`src/rtl/hi_lo_if.sv`:
```
// hi_lo_if: operation and result bus between the issue stage and the HI/LO unit
// master drives the instruction and ALU operands; slave (the unit) returns
// read data, stall, busy and the architectural HI/LO values.
interface hi_lo_if;
  logic [5:0]  ALU_operation;
  logic        op_valid;
  logic [31:0] ALU_output;
  logic [31:0] ALU_HI_output;
  logic [31:0] ALU_LO_output;
  logic [31:0] divisor;
  logic [31:0] HI_LO_read_data;
  logic        stall;
  logic        busy;
  logic [31:0] HI_value;
  logic [31:0] LO_value;
  modport master (
    output ALU_operation, op_valid, ALU_output, ALU_HI_output, ALU_LO_output, divisor,
    input  HI_LO_read_data, stall, busy, HI_value, LO_value
  );
  modport slave (
    input  ALU_operation, op_valid, ALU_output, ALU_HI_output, ALU_LO_output, divisor,
    output HI_LO_read_data, stall, busy, HI_value, LO_value
  );
endinterface

```
`src/rtl/hi_lo_unit.sv`:
```
// hi_lo_unit: MIPS HI/LO register file with multi-cycle multiply/divide commit
// Ports: clk, reset (async, active-high), bus (hi_lo_if.slave: op/operands in,
// read data, stall, busy, HI/LO out). Parameters MULT_LATENCY, DIV_LATENCY (1..15).
// Optional macro HI_LO_BYPASS_EN: MFHI/MFLO in the final busy cycle read the
// pending result instead of stalling.
module hi_lo_unit #(
  parameter int MULT_LATENCY = 4,
  parameter int DIV_LATENCY  = 8
) (
  input logic     clk,
  input logic     reset,
  hi_lo_if.slave  bus
);
  typedef enum logic {IDLE, BUSY} state_t;
  localparam logic [5:0] MTHI = 6'b010001;
  localparam logic [5:0] MTLO = 6'b010011;
  state_t      state_q, state_d;
  logic [3:0]  cnt_q, cnt_d;
  logic [31:0] hi_q, hi_d, lo_q, lo_d, phi_q, phi_d, plo_q, plo_d;
  logic        disc_q, disc_d;
  logic        hilo_op, is_md, is_div, is_mf, last, byp, start, idle_op;
  logic [31:0] hi_src, lo_src;
  // 0100xx and 0110xx are the HI/LO class
  assign hilo_op = bus.ALU_operation[5:4] == 2'b01 && !bus.ALU_operation[2];
  assign is_md   = bus.ALU_operation[5:2] == 4'b0110;
  assign is_div  = is_md && bus.ALU_operation[1];
  assign is_mf   = bus.ALU_operation[5:2] == 4'b0100 && !bus.ALU_operation[0];
  assign last    = state_q == BUSY && cnt_q == 4'd0;
`ifdef HI_LO_BYPASS_EN
  assign byp = last && is_mf;
`else
  assign byp = 1'b0;
`endif
  assign idle_op = bus.op_valid && state_q == IDLE;
  assign start   = idle_op && is_md;
  always_ff @(posedge clk or posedge reset)
    if (reset) state_q <= IDLE;
    else       state_q <= state_d;
  always_comb begin
    state_d = state_q == IDLE ? (start ? BUSY : IDLE) : (cnt_q == 4'd0 ? IDLE : BUSY);
  end
  always_comb begin
    cnt_d  = start ? (is_div ? 4'(DIV_LATENCY - 1) : 4'(MULT_LATENCY - 1))
                   : (state_q == BUSY && cnt_q != 4'd0 ? cnt_q - 4'd1 : cnt_q);
    phi_d  = start ? bus.ALU_HI_output : phi_q;
    plo_d  = start ? bus.ALU_LO_output : plo_q;
    disc_d = start ? (is_div && bus.divisor == 32'd0) : disc_q;
    hi_d   = last && !disc_q ? phi_q
           : (idle_op && bus.ALU_operation == MTHI ? bus.ALU_output : hi_q);
    lo_d   = last && !disc_q ? plo_q
           : (idle_op && bus.ALU_operation == MTLO ? bus.ALU_output : lo_q);
  end
  always_ff @(posedge clk or posedge reset)
    if (reset) begin
      cnt_q  <= '0;
      hi_q   <= '0;
      lo_q   <= '0;
      phi_q  <= '0;
      plo_q  <= '0;
      disc_q <= 1'b0;
    end else begin
      cnt_q  <= cnt_d;
      hi_q   <= hi_d;
      lo_q   <= lo_d;
      phi_q  <= phi_d;
      plo_q  <= plo_d;
      disc_q <= disc_d;
    end
  always_comb begin
    hi_src              = byp && !disc_q ? phi_q : hi_q;
    lo_src              = byp && !disc_q ? plo_q : lo_q;
    bus.busy            = state_q == BUSY;
    bus.stall           = bus.op_valid && state_q == BUSY && hilo_op && !byp;
    bus.HI_LO_read_data = is_mf ? (bus.ALU_operation[1] ? lo_src : hi_src) : 32'd0;
    bus.HI_value        = hi_q;
    bus.LO_value        = lo_q;
  end
endmodule
```
`src/flat_wrapper.sv`:
```
// flat-port wrapper written by rule: the top's interface ports become plain ports
module hi_lo_unit_flat 
#(
  parameter int MULT_LATENCY = 4,
  parameter int DIV_LATENCY  = 8
)
  (clk, reset, bus_ALU_operation, bus_op_valid, bus_ALU_output, bus_ALU_HI_output, bus_ALU_LO_output, bus_divisor, bus_HI_LO_read_data, bus_stall, bus_busy, bus_HI_value, bus_LO_value);
  hi_lo_if bus_i ();
  input logic clk;
  input logic reset;
  input wire logic [$bits(bus_i.ALU_operation)-1:0] bus_ALU_operation;
  input wire logic [$bits(bus_i.op_valid)-1:0] bus_op_valid;
  input wire logic [$bits(bus_i.ALU_output)-1:0] bus_ALU_output;
  input wire logic [$bits(bus_i.ALU_HI_output)-1:0] bus_ALU_HI_output;
  input wire logic [$bits(bus_i.ALU_LO_output)-1:0] bus_ALU_LO_output;
  input wire logic [$bits(bus_i.divisor)-1:0] bus_divisor;
  output wire logic [$bits(bus_i.HI_LO_read_data)-1:0] bus_HI_LO_read_data;
  output wire logic [$bits(bus_i.stall)-1:0] bus_stall;
  output wire logic [$bits(bus_i.busy)-1:0] bus_busy;
  output wire logic [$bits(bus_i.HI_value)-1:0] bus_HI_value;
  output wire logic [$bits(bus_i.LO_value)-1:0] bus_LO_value;
  assign bus_i.ALU_operation = bus_ALU_operation;
  assign bus_i.op_valid = bus_op_valid;
  assign bus_i.ALU_output = bus_ALU_output;
  assign bus_i.ALU_HI_output = bus_ALU_HI_output;
  assign bus_i.ALU_LO_output = bus_ALU_LO_output;
  assign bus_i.divisor = bus_divisor;
  assign bus_HI_LO_read_data = bus_i.HI_LO_read_data;
  assign bus_stall = bus_i.stall;
  assign bus_busy = bus_i.busy;
  assign bus_HI_value = bus_i.HI_value;
  assign bus_LO_value = bus_i.LO_value;
  hi_lo_unit #(.MULT_LATENCY(MULT_LATENCY), .DIV_LATENCY(DIV_LATENCY)) u_core (.clk(clk), .reset(reset), .bus(bus_i));
endmodule
```
`config.mk`:
```
export PLATFORM = sky130hd
export DESIGN_NAME = hi_lo_unit_flat
export DESIGN_NICKNAME = d
export VERILOG_FILES = /design/src/rtl/hi_lo_if.sv /design/src/rtl/hi_lo_unit.sv /design/src/flat_wrapper.sv
export SDC_FILE = /design/constraint.sdc
export NUM_CORES = 1
export LEC_CHECK = 0
export CAP_MARGIN = 0
export CORE_ASPECT_RATIO = 1.4
export CORE_MARGIN = 5
export CORE_UTILIZATION = 45
export CTS_BUF_LIST = sky130_fd_sc_hd__clkbuf_8
export CTS_CLUSTER_SIZE = 16
export DETAILED_ROUTE_END_ITERATION = 8
export DONT_BUFFER_PORTS = 1
export PLACE_DENSITY = 0.56
export SLEW_MARGIN = 40
export SYNTH_ARGS = -nofsm -noshare
export SYNTH_HDL_FRONTEND = slang
export SYNTH_SLANG_ARGS = --single-unit
```
`constraint.sdc`:
```
create_clock -name clk -period 6.25 [get_ports clk]
set_input_delay 0.9375 -clock clk [delete_from_list [all_inputs] [get_ports clk]]
set_output_delay 0.9375 -clock clk [all_outputs]
set_load 0.02 [all_outputs]
```
==> flow_metrics.tcl, run 1 <==
set metrics [dict create \
    status "finished, final reports clean" \
    final_cell_mix "dfrtp_1 (134), mux2_2 (132), mux2_4 (60), nor2_1 (34), mux2i_1 (32)" \
    period_needed_ns 3.34 \
    crit_arrival_ns 2.40 \
    drtAntennaViolNets 0 \
    cts.sinks 134 \
    num_antenna_cells 0 \
    hold_slack_ns 0.447 \
    die_h_um 154 \
    slew_headroom 0.568 \
    grt_pass1_wl_mm 23.6 \
    drt_iter0_drc 114 \
    place.gp.congestion 0.785 \
    syn-num-nets 600 \
    routed_wirelength_mm 15.3 \
    ys_ff_latch 134 \
    finClkSkew_ns 0.0141 \
    hold_path_class "input port to async pin" \
    cts_buffers 17 \
    port_buffers 0 \
    cts.htree.levels 4 \
    setup_viol 0 \
    antenna_found_initial 1 \
    tns_ns 0 \
    fmax_mhz 299 \
    initial_core_util 0.460 \
    cts_setup_buffers 0 \
    ys_warn_count 0 \
    clock_path_buffers 2 \
    synthCells 461 \
    power_leakage_nw 3.44 \
    total_power_mw 3.09 \
    grt_pass1_vias 4193 \
    startpoint_type "input port" \
    path_class "input port to output port" \
    cp-end-kind "output port" \
    fin_nets 597 \
    rows 52 \
    holdBufCountCts 0 \
    rsz0062_at_grt "false" \
    routed_via_density 5.56 \
    first_pass_iters 4 \
    p_per_area_nw_per_um2 430 \
    synth.distinct_cells 30 \
    clk_pin_slew_ns 0.08 \
    grt_max_degree 84 \
    cts-root-buf "clkbuf_8" \
    syn_area_um2 6670 \
    cp.required_ns 5.31 \
    cts_resized 0 \
    maxCapViolCount 0 \
    yosysSeqAreaShare 0.503 \
    min_period_over_period 0.535 \
    vdd_ir_drop_max_v 0.000204 \
    drive_gt1_frac 0.499 \
    die_w_um 113 \
    grt-ovfl-total 0 \
    grt_usage 0.177 \
    syn_avg_cell_area_um2 14.5 \
    postPlaceCellArea_um2 6820 \
    drc 0 \
    cp_max_fo 32 \
    nFillCells 1278 \
    dp.final_hpwl_mm 10.8 \
    core_region_area_um2 14500 \
    hold_violations 0 \
    area_growth_pct 7.73 \
    slew_viol_final 0 \
    dieArea_um2 17400 \
    clkLatencyLatePin_ns 0.42 \
    worst_slew_pin_slew_ns 0.648 \
    mostFrequentLayoutCell "dfrtp_1" \
    dr_total_vias 3667 \
    final_cell_area_um2 7190 \
    wl_per_cell_um 23.1 \
    boundaryPins 235 \
    cts_tree "yes" \
]
==> synth_stat cells (all sizes together) <==
cell / n / area (µm²)
nor3b: 1 / 7.51
ha: 2 / 25.0
o211ai: 1 / 7.51
a22o: 1 / 8.76
xnor2: 2 / 17.5
dfrtp: 134 / 3350
or3b: 2 / 22.5
and3: 1 / 6.26
nor3: 2 / 10.0
mux2i: 32 / 320
or4: 1 / 7.51
and2: 1 / 6.26
inv: 4 / 15.0
nand2b: 1 / 6.26
nand4: 1 / 6.26
buf: 14 / 158
nor2b: 1 / 6.26
nand2: 4 / 15.0
o21a: 2 / 15.0
clkbuf: 13 / 48.8
nor2: 34 / 128
nor4: 6 / 37.5
a21oi: 1 / 5.00
nand3: 5 / 25.0
mux2: 192 / 2390
nor4b: 2 / 17.5
xor2: 1 / 8.76
==> routing by layer <==
layer | vias up | part of all wire | wire [µm] | global-route usage
li1 | 1646 | - | - | -
met1 | 1851 | 0.37 | 5680 | 0.195
met2 | 156 | 0.53 | 8160 | 0.317
met3 | 12 | 0.081 | 1240 | 0.0633
met4 | 2 | 0.012 | 185 | 0.0498
met5 | - | 0.00085 | 13 | 0
==> kinds of logic (layout without fill, tap and decap cells) <==
kind of cell             Yosys count  in the layout  synth area share
flip-flops                       134            134             0.503
XOR/XNOR                           3              3           0.00394
buffers and inverters             31             41            0.0332
AND/OR/NAND/NOR                   62             62            0.0452
adder cells (fa/ha/maj)            2              2           0.00375
multiplexers                     224            224             0.406
AO/OA/AOI/OAI                      5              5           0.00544
==> sequential cells by signal, indices dropped and copies added (netlist names) <==
signal,cells
u_core.plo_q,32
u_core.phi_q,32
u_core.cnt_q,4
u_core.bus.LO_value,32
u_core.disc_q,1
u_core.bus.HI_value,32
u_core.bus.busy,1
==> final timing paths <==
| check | to | cells past startpoint | slack (ns) | startpoint |
|---|---|---|---|---|
| max in group asynchronous | u_core.plo_q[10] | 2 | 4.73 | reset |
| min in group clk | u_core.phi_q[29] | 1 | 0.51 | u_core.phi_q[29] |
| hold reg to reg | u_core.phi_q[29] | 1 | 0.51 | u_core.phi_q[29] |
| setup reg to reg | u_core.bus.HI_value[8] | 7 | 3.55 | u_core.cnt_q[0] |
| hold / removal | u_core.phi_q[19] | 1 | 0.45 | reset |
| setup / recovery | bus_HI_LO_read_data[29] | 3 | 2.91 | bus_ALU_operation[5] |
==> power breakdown <==
part           total (mW)  leakage, nW  switching, mW  internal, mW
Clock               0.648        0.173          0.349         0.299
Sequential           1.78         1.67          0.546          1.23
Combinational       0.670         1.60          0.232         0.437
==> per-stage QoR <==
step	std cells	util	worst slack, ns
detailed placement	628	0.470	2.82
floorplan	461	-	1.73
CTS	660	0.495	2.82
global placement	625	0.464	2.88
finish	660	0.495	2.91
global route	660	0.495	2.79
==> cell type report <==
type                       count  area [µm²]  area share
tap                          189         236      0.0329
clock inverter                13        98.8      0.0138
sequential                   134        3350       0.467
clock buffer                  19         262      0.0364
multi-input combinational    296        3130       0.436
inverter                       4        22.5     0.00313
timing repair buffer           5        82.6      0.0115
==> critical path: stages <==
cell and delay, ns:
nor4b_1 0.56, nand2b_4 0.41, nor2_1 0.49
Note: power is estimated with default switching activity, not from simulation.
==> run 2, diff against run 1 <==
==> constraint.sdc (replaced) <==
create_clock -name clk -period 3.3 [get_ports clk]
set_input_delay 0.495 -clock clk [delete_from_list [all_inputs] [get_ports clk]]
set_output_delay 0.495 -clock clk [all_outputs]
set_load 0.02 [all_outputs]
==> flow_metrics.tcl, run 2 (synthesis results as in run 1) <==
set metrics [dict create \
    status "finished, final reports clean" \
    wl_per_cell_um 22.9 \
    routed_wirelength_mm 15.1 \
    grt_usage 0.177 \
    path_class "flop to flop" \
    cts.htree.levels 4 \
    mostFrequentLayoutCell "dfrtp_1" \
    ff2ff_setup_slack_ns 0.54 \
    num_antenna_cells 0 \
    drive_gt1_frac 0.493 \
    dieArea_um2 17400 \
    multi_input_comb_area_um2 3130 \
    drtAntennaViolNets 0 \
    grt_max_degree 73 \
    maxCapViolCount 0 \
    clock_path_buffers 2 \
    fmax_mhz 363 \
    hold_violations 0 \
    cp-end-kind "flop" \
    hold_path_class "input port to flop" \
    die_w_um 113 \
    grt-ovfl-total 0 \
    finClkSkew_ns 0.00874 \
    power_leakage_nw 3.45 \
    grt_pass1_vias 4114 \
    cp_max_fo 24 \
    cts_tree "yes" \
    first_pass_iters 4 \
    cts.sinks 134 \
    min_period_over_period 0.836 \
    port_buffers 0 \
    dp.final_hpwl_mm 10.4 \
    die_h_um 154 \
    fin_nets 599 \
    startpoint_type "flop" \
    clk_pin_slew_ns 0.08 \
    slew_viol_final 0 \
    hold_path_startpoint "bus_ALU_LO_output[29]" \
    routed_via_density 5.62 \
    boundaryPins 235 \
    hold_slack_ns 0.199 \
    tns_ns 0 \
    area_growth_pct 7.84 \
    r2r-start "u_core.cnt_q[0]" \
    vdd_ir_drop_max_v 0.000418 \
    cts-root-buf "clkbuf_8" \
    clkLatencyLatePin_ns 0.44 \
    nFillCells 1283 \
    antenna_found_initial 2 \
    drc 0 \
    rows 52 \
    worst_slew_pin_slew_ns 0.609 \
    crit_arrival_ns 3.08 \
    core_region_area_um2 14500 \
    rsz0062_at_grt "false" \
    setup_viol 0 \
    drt_iter0_drc 133 \
    period_needed_ns 2.76 \
    crit_start "u_core.cnt_q[0]" \
    utilization 0.496 \
    dr_total_vias 3709 \
    seqCellArea_um2 3350 \
    cts_setup_buffers 0 \
    final_cell_mix "dfrtp_1 (134), mux2_2 (132), mux2_4 (60), nor2_1 (34), mux2i_1 (32)" \
    cts_buffers 17 \
    place.gp.congestion 0.746 \
    grt_pass1_wl_mm 23.5 \
    cp.required_ns 3.62 \
    slew_headroom 0.589 \
    p_per_area_nw_per_um2 827 \
    initial_core_util 0.460 \
]
-- run 2: cell type report --
class	instances	share of cell area
Multi-Input combinational cell	296	0.435
Inverter	4	0.00261
Clock inverter	11	0.0157
Clock buffer	19	0.0363
Sequential cell	134	0.466
Timing Repair Buffer	7	0.0111
Tap cell	189	0.0329
-- run 2: path summary, 6_finish.rpt --
path,end,cells past startpoint
min,u_core.plo_q[29],1
min in group asynchronous,u_core.phi_q[4],2
min reg2reg,u_core.plo_q[14],1
max reg2reg,u_core.bus.HI_value[16],7
max in group asynchronous,u_core.bus.LO_value[25],3
max,u_core.bus.HI_value[16],7
-- run 2: per-stage QoR --
step | total power [mW] | cells | setup WS (ns) | area (µm²)
6_report | 5.95 | 660 | 0.542 | 7190
5_1_grt | 6.32 | 660 | 0.456 | 7190
4_1_cts | 6.04 | 660 | 0.536 | 7190
3_5_place_dp | 4.71 | 629 | 0.550 | 6810
3_3_place_gp | 4.62 | 629 | 0.578 | 6790
2_1_floorplan | 4.36 | 461 | 0.966 | 6680
-- run 2: timing repair --
action	4_1_cts	5_1_grt
gates resized for setup	0	0
endpoints found under the hold margin	17	0
hold buffers	1	0
-- run 2: critical path: stages (launching register included) --
cell and delay, ns:
dfrtp_1 0.38, inv_1 0.12, ha_1 0.17, or3b_4 0.40, or3b_4 0.59, buf_4 0.36, mux2_4 0.34, mux2_2 0.26
-- run 2: per-layer routing --
layer | vias to the layer above | GRT usage | routed length, µm
met5 | - | 0 | 21
met4 | 4 | 0.0613 | 270
met3 | 20 | 0.0794 | 1400
met2 | 169 | 0.297 | 7860
met1 | 1874 | 0.198 | 5570
li1 | 1642 | - | -
-- run 2: power breakdown --
group          switching (mW)  internal [mW]
Clock                   0.621          0.692
Sequential               1.02           2.33
Combinational           0.454          0.834
Total                    2.10           3.85
